$ cat src/rtl/regfile_pkg.sv
// Shared definitions for the multi-port integer register file.
// Optional feature macro: REGFILE_BYPASS_EN (same-cycle write-to-read bypass).
package regfile_pkg;

  localparam int XLEN_DEF   = 32;
  localparam int NREGS_DEF  = 32;
  localparam int NUM_RD_DEF = 2;
  localparam int NUM_WR_DEF = 1;
  localparam int AW_DEF     = $clog2(NREGS_DEF);

  // CLEAR walks the storage writing zeros; RUN is normal operation.
  typedef enum logic {
    CLEAR = 1'b0,
    RUN   = 1'b1
  } state_e;

  typedef logic [XLEN_DEF-1:0] data_t;
  typedef logic [AW_DEF-1:0]   addr_t;

endpackage

$ cat src/rtl/regfile_scoreboard.sv
// Per-register pending-write bits. A claim marks a register busy, a write
// retires it; when both hit the same register on one edge the claim wins,
// since it names a newer producer. Register 0 is never busy.
module regfile_scoreboard #(
  parameter  int NREGS  = 32,
  parameter  int NUM_WR = 1,
  localparam int AW     = $clog2(NREGS)
) (
  input  logic                 clk,
  input  logic                 rst_n,
  input  logic [NUM_WR-1:0]    i_clr_en,
  input  logic [NUM_WR*AW-1:0] i_clr_addr,
  input  logic                 i_set_en,
  input  logic [AW-1:0]        i_set_addr,
  output logic [NREGS-1:0]     o_busy
);

  logic [NREGS-1:0] r_busy;
  logic [NREGS-1:0] w_busy_nxt;

  // Next busy vector: retire writes first, then apply the claim on top.
  always_comb begin
    w_busy_nxt = r_busy;
    for (int j = 0; j < NUM_WR; j++) begin
      if (i_clr_en[j]) begin
        w_busy_nxt[i_clr_addr[j*AW +: AW]] = 1'b0;
      end
    end
    if (i_set_en) begin
      w_busy_nxt[i_set_addr] = 1'b1;
    end
    w_busy_nxt[0] = 1'b0;
  end

  // Busy register with synchronous active-low reset.
  always_ff @(posedge clk) begin
    if (!rst_n) begin
      r_busy <= '0;
    end else begin
      r_busy <= w_busy_nxt;
    end
  end

  assign o_busy = r_busy;

endmodule

$ cat src/rtl/regfile_mp.sv
// Multi-port register file with scoreboard and post-reset clear sequencer.
// After reset the CLEAR state zeroes registers 1..NREGS-1, one per cycle,
// then asserts ready. Define REGFILE_BYPASS_EN to forward same-cycle write
// data to matching read ports.
// Handshake: there is no valid/ready pairing on the ports; wr_en/claim_en
// are single-cycle strobes taken on any rising edge while ready is 1 and
// ignored otherwise; reads are combinational and always valid when ready.
module regfile_mp
  import regfile_pkg::*;
#(
  parameter  int XLEN   = XLEN_DEF,
  parameter  int NREGS  = NREGS_DEF,
  parameter  int NUM_RD = NUM_RD_DEF,
  parameter  int NUM_WR = NUM_WR_DEF,
  localparam int AW     = $clog2(NREGS)
) (
  input  logic                   clk,
  input  logic                   rst_n,
  input  logic [NUM_RD*AW-1:0]   rd_addr,
  output logic [NUM_RD*XLEN-1:0] rd_data,
  output logic [NUM_RD-1:0]      rd_busy,
  input  logic [NUM_WR-1:0]      wr_en,
  input  logic [NUM_WR*AW-1:0]   wr_addr,
  input  logic [NUM_WR*XLEN-1:0] wr_data,
  input  logic                   claim_en,
  input  logic [AW-1:0]          claim_addr,
  output logic                   ready,
  output state_e                 dbg_state
);

  logic [XLEN-1:0]  r_regs [NREGS];
  state_e           r_state;
  logic [AW-1:0]    r_clr_ptr;
  logic             r_ready;

  logic             w_run;
  logic [NUM_WR-1:0] w_wr_live;
  logic             w_claim_live;
  logic [NREGS-1:0] w_busy;

  assign w_run = (r_state == RUN);

  // Writes to x0 and any strobe outside RUN never reach storage or the scoreboard.
  always_comb begin
    w_wr_live = '0;
    for (int j = 0; j < NUM_WR; j++) begin
      w_wr_live[j] = wr_en[j] && w_run && (wr_addr[j*AW +: AW] != '0);
    end
  end

  assign w_claim_live = claim_en && w_run && (claim_addr != '0);

  regfile_scoreboard #(
    .NREGS  (NREGS),
    .NUM_WR (NUM_WR)
  ) u_scoreboard (
    .clk        (clk),
    .rst_n      (rst_n),
    .i_clr_en   (w_wr_live),
    .i_clr_addr (wr_addr),
    .i_set_en   (w_claim_live),
    .i_set_addr (claim_addr),
    .o_busy     (w_busy)
  );

  // Clear sequencer: restart at x1 on reset, hand over to RUN after the last register.
  always_ff @(posedge clk) begin
    if (!rst_n) begin
      r_state   <= CLEAR;
      r_clr_ptr <= AW'(1);
      r_ready   <= 1'b0;
    end else begin
      case (r_state)
        CLEAR: begin
          r_clr_ptr <= r_clr_ptr + AW'(1);
          if (r_clr_ptr == AW'(NREGS - 1)) begin
            r_state <= RUN;
            r_ready <= 1'b1;
          end
        end
        RUN: begin
          r_state <= RUN;
        end
        default: begin
          r_state <= CLEAR;
          r_ready <= 1'b0;
        end
      endcase
    end
  end

  // Storage: zero fill during CLEAR, port writes in RUN (higher port index wins).
  always_ff @(posedge clk) begin
    if (rst_n) begin
      if (r_state == CLEAR) begin
        r_regs[r_clr_ptr] <= '0;
      end else begin
        for (int j = 0; j < NUM_WR; j++) begin
          if (w_wr_live[j]) begin
            r_regs[wr_addr[j*AW +: AW]] <= wr_data[j*XLEN +: XLEN];
          end
        end
      end
    end
  end

  // Read ports: x0 and the CLEAR phase read as zero and not busy.
  always_comb begin
    rd_data = '0;
    rd_busy = '0;
    for (int i = 0; i < NUM_RD; i++) begin
      if (w_run && (rd_addr[i*AW +: AW] != '0)) begin
        rd_data[i*XLEN +: XLEN] = r_regs[rd_addr[i*AW +: AW]];
        rd_busy[i]              = w_busy[rd_addr[i*AW +: AW]];
`ifdef REGFILE_BYPASS_EN
        for (int j = 0; j < NUM_WR; j++) begin
          if (w_wr_live[j] && (wr_addr[j*AW +: AW] == rd_addr[i*AW +: AW])) begin
            rd_data[i*XLEN +: XLEN] = wr_data[j*XLEN +: XLEN];
            rd_busy[i]              = 1'b0;
          end
        end
`endif
      end
    end
  end

  assign ready     = r_ready;
  assign dbg_state = r_state;

endmodule
$ cat config.mk
export PLATFORM = sky130hd
export DESIGN_NAME = regfile_mp
export DESIGN_NICKNAME = d
export VERILOG_FILES = /design/src/rtl/regfile_pkg.sv /design/src/rtl/regfile_scoreboard.sv /design/src/rtl/regfile_mp.sv
export SDC_FILE = /design/constraint.sdc
export NUM_CORES = 1
export LEC_CHECK = 0
export ABC_AREA = 1
export CORE_MARGIN = 2
export CORE_UTILIZATION = 30
export DETAILED_ROUTE_END_ITERATION = 16
export PLACE_DENSITY = 0.4
export SKIP_CTS_REPAIR_TIMING = 1
export SLEW_MARGIN = 10
export SYNTH_ARGS = -nofsm -noshare
export SYNTH_HDL_FRONTEND = slang
export SYNTH_SLANG_ARGS = --single-unit
$ cat constraint.sdc
create_clock -name clk -period 9.05 [get_ports clk]
set_clock_uncertainty 0.1 [all_clocks]
set_input_delay 2.715 -clock clk [delete_from_list [all_inputs] [get_ports clk]]
set_output_delay 2.715 -clock clk [all_outputs]
set_load 0.02 [all_outputs]
==> results of run 1 <==
sequential cells by signal (all words and copies together), names as in the netlist:
name and count:
ready 1, r_clr_ptr 5, u_scoreboard.o_busy 31, dbg_state 1, r_regs 1024
path summary, 6_finish.rpt:
kind | endpoint | slack, ps
hold reg to reg | ready | 380
setup / recovery | rd_data[37] | 650
setup reg to reg | r_regs[2][19] | 4680
hold / removal | ready | 380
stage by stage:
| step | hold WS (ps) | utilization [%] | cell area, um2 |
|---|---|---|---|
| final | 378.0 | 35.15 | 62650 |
| after global routing | 417.7 | 35.15 | 62650 |
| after CTS | 383.8 | 35.14 | 62630 |
| after detailed placement | 372.0 | 32.84 | 58540 |
| after global placement | 358.2 | 32.84 | 58530 |
| after floorplan | 356.9 | - | 53790 |
power breakdown:
group | internal, mW | total (mW) | switching, mW
Combinational | 0.330 | 1.19 | 0.857
Clock | 2.95 | 5.13 | 2.18
Sequential | 5.36 | 5.38 | 0.0209
Total | 8.64 | 11.7 | 3.06
cell families after synthesis:
group / Yosys count / synth area share [%]
fa+ha+maj: 2 / 0.04652
buf+inv: 554 / 4.645
compound gates: 486 / 4.585
flops: 1062 / 58.58
simple gates: 4192 / 32.14
placed cells by master, fill, tap and decap left out, types with 2 or more instances in the layout:
cell type | netlist | layout
inv_1 | 109 | 107
inv_6 | 0 | 8
ha_1 | 2 | 2
clkinv_8 | 0 | 4
o41ai_4 | 0 | 2
o21ai_1 | 2 | 2
nor3_1 | 17 | 17
clkbuf_8 | 0 | 5
bufinv_16 | 0 | 5
inv_8 | 0 | 2
buf_12 | 0 | 65
clkbuf_16 | 0 | 139
inv_16 | 0 | 2
nand3_1 | 1149 | 1149
buf_4 | 19 | 136
clkinvlp_4 | 0 | 2
edfxtp_1 | 1024 | 1024
nand2_1 | 2862 | 2862
nand2_4 | 1 | 3
nand2_2 | 6 | 4
nor2_1 | 141 | 84
nand4_1 | 10 | 10
inv_4 | 0 | 2
clkdlybuf4s50_1 | 0 | 102
o21ai_0 | 111 | 111
o31ai_1 | 3 | 3
clkinv_1 | 4 | 39
buf_8 | 0 | 2
clkinv_2 | 2 | 13
a21oi_1 | 367 | 367
nor2_4 | 2 | 41
dfxtp_1 | 38 | 38
nor2_2 | 1 | 19
clkbuf_1 | 91 | 30
worst reg2reg max path: stages (launching register included):
cell and delay (ps):
dfxtp_1 300, buf_4 260, nand2_1 150, inv_2 230, nand3_4 550, o21ai_1 430, nand3_1 750, nor2_4 300
buf_4 820
per-layer routing:
metal	track usage (%)	vias to the layer above	part of all wire, %	wire length, um
li1	-	21300	-	-
met1	34.57	23150	44	102600
met2	41.87	1908	47	110700
met3	3.319	349	6.5	15320
met4	7.623	0	2.9	6800
met5	0	-	0	0
layout make-up:
class	count	area, um2	area share (%)
clock inverters	66	485.5	0.7749
clock buffers	170	3605	5.754
inverters	120	515.5	0.8228
multi-input cells	4680	20150	32.16
well taps	2355	2947	4.703
flip-flops and latches	1062	31510	50.29
repair buffers	310	3440	5.490
==> flow_summary.json, run 1 <==
{
  "outcome": "completed",
  "r2r-start": "dbg_state",
  "slew_violations": 0,
  "fin_setup_tns_ps": 0,
  "fmax_mhz": 119.1,
  "synthArstFlopShare_pct": 0,
  "synthCells": 6296,
  "synth_common_cells": "nand2_1, nand3_1, edfxtp_1",
  "fp.dieH_um": 427.4,
  "wirelength_um": 235400,
  "drt_iter0_drc": 5106,
  "crit_family": "buffers and inverters",
  "cp_data_arrival_time_ps": 5580,
  "crit_chain": "buf_4 -> inv_4 -> buf_4 -> buf_4 -> a21oi_1 -> nand3_1 -> nand3_1 -> a21oi_1 -> clkdlybuf4s50_1",
  "total_power_mw": 11.70,
  "antenna_found_initial": 1,
  "rsz0062_at_grt": "no",
  "die_x_um": 427.4,
  "htreeDepth": 4,
  "dr_total_vias": 46710,
  "slowest_delay_ps": 690,
  "crit_type": "input pin to output pin",
  "path_clk_slew_ps": 50,
  "p_leak_nw": 24.55,
  "relSlewSlack_pct": 21.23,
  "ys_ff_latch": 1062,
  "critPathMostFrequentCell": "buf_4",
  "ys.flop_type": "edfxtp_1",
  "place_ws_ps": 673.2,
  "ys_warn_count": 0,
  "hold_viol": 0,
  "vdd_ir_drop_max_uv": 121.3,
  "fillers": 18030,
  "rows": 155,
  "end_kind": "output pin",
  "cts_tree": "built",
  "drtPass1Iterations": 6,
  "antenna_left": 0,
  "path_depth": 9,
  "insertion_delay_ps": 780,
  "area_growth_pct": 16.48,
  "worstSetupStartpointType": "input pin",
  "start_util_pct": 30.18,
  "gr-usage-all-layers_pct": 25.36,
  "ys_types": 30,
  "hold_start": "ready",
  "hold_depth": 2,
  "ys_seq_area_share_pct": 58.58,
  "num_io_pins": 124,
  "dp.cells": 8527,
  "place_hpwl_um": 125500,
  "fin_crit_sh_pct": 92.79,
  "grt_pass1_wl_um": 332000,
  "core_area_um2": 178200,
  "diodes": 0,
  "grt_pass1_vias": 44550,
  "die_area_um2": 182700,
  "globalplace.congestion": 0.8049,
  "yosysTopAreaCell": "edfxtp_1",
  "crit_fanout": 30,
  "worst_pin_slew_ps": 1180,
  "crit_buf_inv": 5,
  "maxCapViolCount": 0,
  "gr-total-overflow": 0,
  "fin_cells": 8763,
  "routed_via_density": 5.330,
  "netlist.area_leader.share_pct": 57.17,
  "crit_required_ps": 6240,
  "clock-sinks": 1062,
  "drive_gt1_share_pct": 7.179,
  "syn_area_per_cell_um2": 8.543,
  "fin_ws_ps": 652.7,
  "route.detailed.drc": 0,
  "finalSetupViolCount": 0,
  "worst-r2r-cell-count": 8,
  "nNetsFinal": 6364,
  "cp_slowest_cell": "clkdlybuf4s50_1",
  "io_buffers": 123,
  "syn_area_um2": 53790,
  "syn_nets": 6354,
  "cts_buffer_depth": 3,
  "drt-wirelength-per-cell_um": 26.86,
  "clock_tree.root_cell": "clkbuf_16",
  "synth_most_common_cell": "nand2_1",
  "startpoint": "rd_addr[8]",
  "synth_edf_count": 1024,
  "hp-class": "flip-flop to flip-flop",
  "power.density_nw_per_um2": 186.8,
  "layout_min_cycle_time_ps": 8397,
  "grt_max_degree": 124,
  "cts_buffers": 132,
  "synth_area_leaders": "edfxtp_1, nand2_1, nand3_1, a21oi_1, buf_2"
}
No activity file was read; power rests on OpenSTA's default activity.
==> inputs of run 2 (changes only) <==
--- a/config.mk
+++ b/config.mk
@@ -9,6 +9,7 @@
 export CORE_MARGIN = 2
 export CORE_UTILIZATION = 30
 export DETAILED_ROUTE_END_ITERATION = 16
+export MAX_ROUTING_LAYER = met4
 export PLACE_DENSITY = 0.4
 export SKIP_CTS_REPAIR_TIMING = 1
 export SLEW_MARGIN = 10
==> flow_summary.json, run 2 (synthesized netlist as in run 1, its figures left out) <==
{
  "diodes": 0,
  "crit_chain": "buf_4 -> inv_4 -> buf_4 -> buf_4 -> a21oi_1 -> nand3_1 -> nand3_1 -> a21oi_1 -> clkdlybuf4s50_1",
  "htreeDepth": 4,
  "fin_ws_ps": 633.1,
  "outcome": "completed",
  "gr-usage-all-layers_pct": 26.13,
  "worstSetupStartpointType": "input pin",
  "layout_commonest_cell": "nand2_1",
  "area_growth_pct": 16.51,
  "crit_buf_inv": 5,
  "clock_tree.root_cell": "clkbuf_16",
  "largest_reg_flops": 1024,
  "place_area_um2": 58540,
  "layout_min_cycle_time_ps": 8417,
  "rows": 155,
  "hold_depth": 2,
  "maxCapViolCount": 0,
  "fin_crit_sh_pct": 93.00,
  "worst-r2r-cell-count": 8,
  "antenna_left": 0,
  "r2r_slack_ps": 4680,
  "hp-class": "flip-flop to flip-flop",
  "place_ws_ps": 673.2,
  "antenna_found_initial": 1,
  "grt_max_degree": 124,
  "largest-register": "r_regs",
  "cp_data_arrival_time_ps": 5600,
  "path_clk_slew_ps": 50,
  "cts_buffers": 132,
  "p_leak_nw": 24.56,
  "globalplace.congestion": 0.8166,
  "crit_fanout": 30,
  "die_area_um2": 182700,
  "routed_via_density": 5.324,
  "io_buffers": 123,
  "drive_gt1_share_pct": 7.193,
  "vdd_ir_drop_max_uv": 120.7,
  "worstReg2RegEnd": "r_regs[2][19]",
  "drtPass1Iterations": 6,
  "crit_type": "input pin to output pin",
  "dr_total_vias": 46660,
  "start_util_pct": 30.18,
  "relSlewSlack_pct": 22.36,
  "num_io_pins": 124,
  "fmax_mhz": 118.8,
  "rsz0062_at_grt": "no",
  "crit_family": "buffers and inverters",
  "grt_pass1_vias": 44500,
  "gr-total-overflow": 0,
  "end_kind": "output pin",
  "wirelength_um": 235400,
  "drt_iter0_drc": 5420,
  "worst_pin_slew_ps": 1163,
  "slowest_delay_ps": 690,
  "insertion_delay_ps": 770,
  "hold_viol": 0,
  "fin_setup_tns_ps": 0,
  "slew_violations": 0,
  "cp_slowest_cell": "clkdlybuf4s50_1",
  "final_cell_mix": "nand2_1, nand3_1, edfxtp_1",
  "nNetsFinal": 6365,
  "route.detailed.drc": 0,
  "r2r-start": "dbg_state",
  "fp.dieH_um": 427.4,
  "hold_slack_ps": 379.5,
  "core_area_um2": 178200,
  "die_x_um": 427.4,
  "drt-wirelength-per-cell_um": 26.86,
  "hold_start": "ready",
  "place_hpwl_um": 125500,
  "final_area_um2": 62670,
  "finalSetupViolCount": 0,
  "worstHoldEndpoint": "ready",
  "grt_pass1_wl_um": 332100,
  "crit_required_ps": 6240,
  "critPathMostFrequentCell": "buf_4",
  "power.density_nw_per_um2": 186.8,
  "clock-sinks": 1062,
  "cts_tree": "built",
  "cts_buffer_depth": 3
}
[run 2: worst max-delay path by stage]
stage	startpoint	endpoint	slack, ps	depth (start not counted)
2_1_floorplan	rd_addr[6]	rd_busy[1]	2190	8
3_3_place_gp	rd_addr[5]	rd_data[56]	660	10
3_5_place_dp	rd_addr[8]	rd_data[37]	670	9
4_1_cts	rd_addr[8]	rd_data[37]	670	9
5_1_grt	rd_addr[5]	rd_data[51]	580	12
6_report	rd_addr[8]	rd_data[37]	630	9
[run 2: worst reg2reg max path, delay by kind of cell, from the launching register on]
family                 cells  cell delay (ps)
flip-flops                 1              300
AND/OR/NAND/NOR            4             1750
buffers and inverters      3             1320
AO/OA/AOI/OAI              1              430
[run 2: cell type report]
type / count / area (um2)
flip-flops and latches: 1062 / 31510
well taps: 2355 / 2947
fillers: 18030 / 115600
inverters: 120 / 515.5
clock buffers: 170 / 3605
clock inverters: 66 / 485.5
multi-input cells: 4680 / 20150
repair buffers: 311 / 3455
[run 2: report_power, final]
group / total [mW] / switching [mW] / leakage, nW / internal [mW]
logic: 1.19 / 0.857 / 14.3 / 0.330
clock network: 5.13 / 2.18 / 1.99 / 2.95
registers: 5.38 / 0.0210 / 8.25 / 5.36
total: 11.7 / 3.06 / 24.6 / 8.64
[run 2: layer usage]
layer	vias up	global-route usage [%]	wire length, um
met5	-	-	0
met4	0	7.447	6752
met3	366	3.181	14310
met2	1858	41.94	110600
met1	23150	34.67	103700
li1	21290	-	-
[run 2: per-stage QoR]
stage          std cells  total power [mW]  utilization (%)
2_1_floorplan       6296             6.181                -
3_3_place_gp        8527             6.664            32.84
4_1_cts             8763             11.80            35.14
5_1_grt             8764             12.08            35.16
3_5_place_dp        8527             6.663            32.84
6_report            8764             11.70            35.16
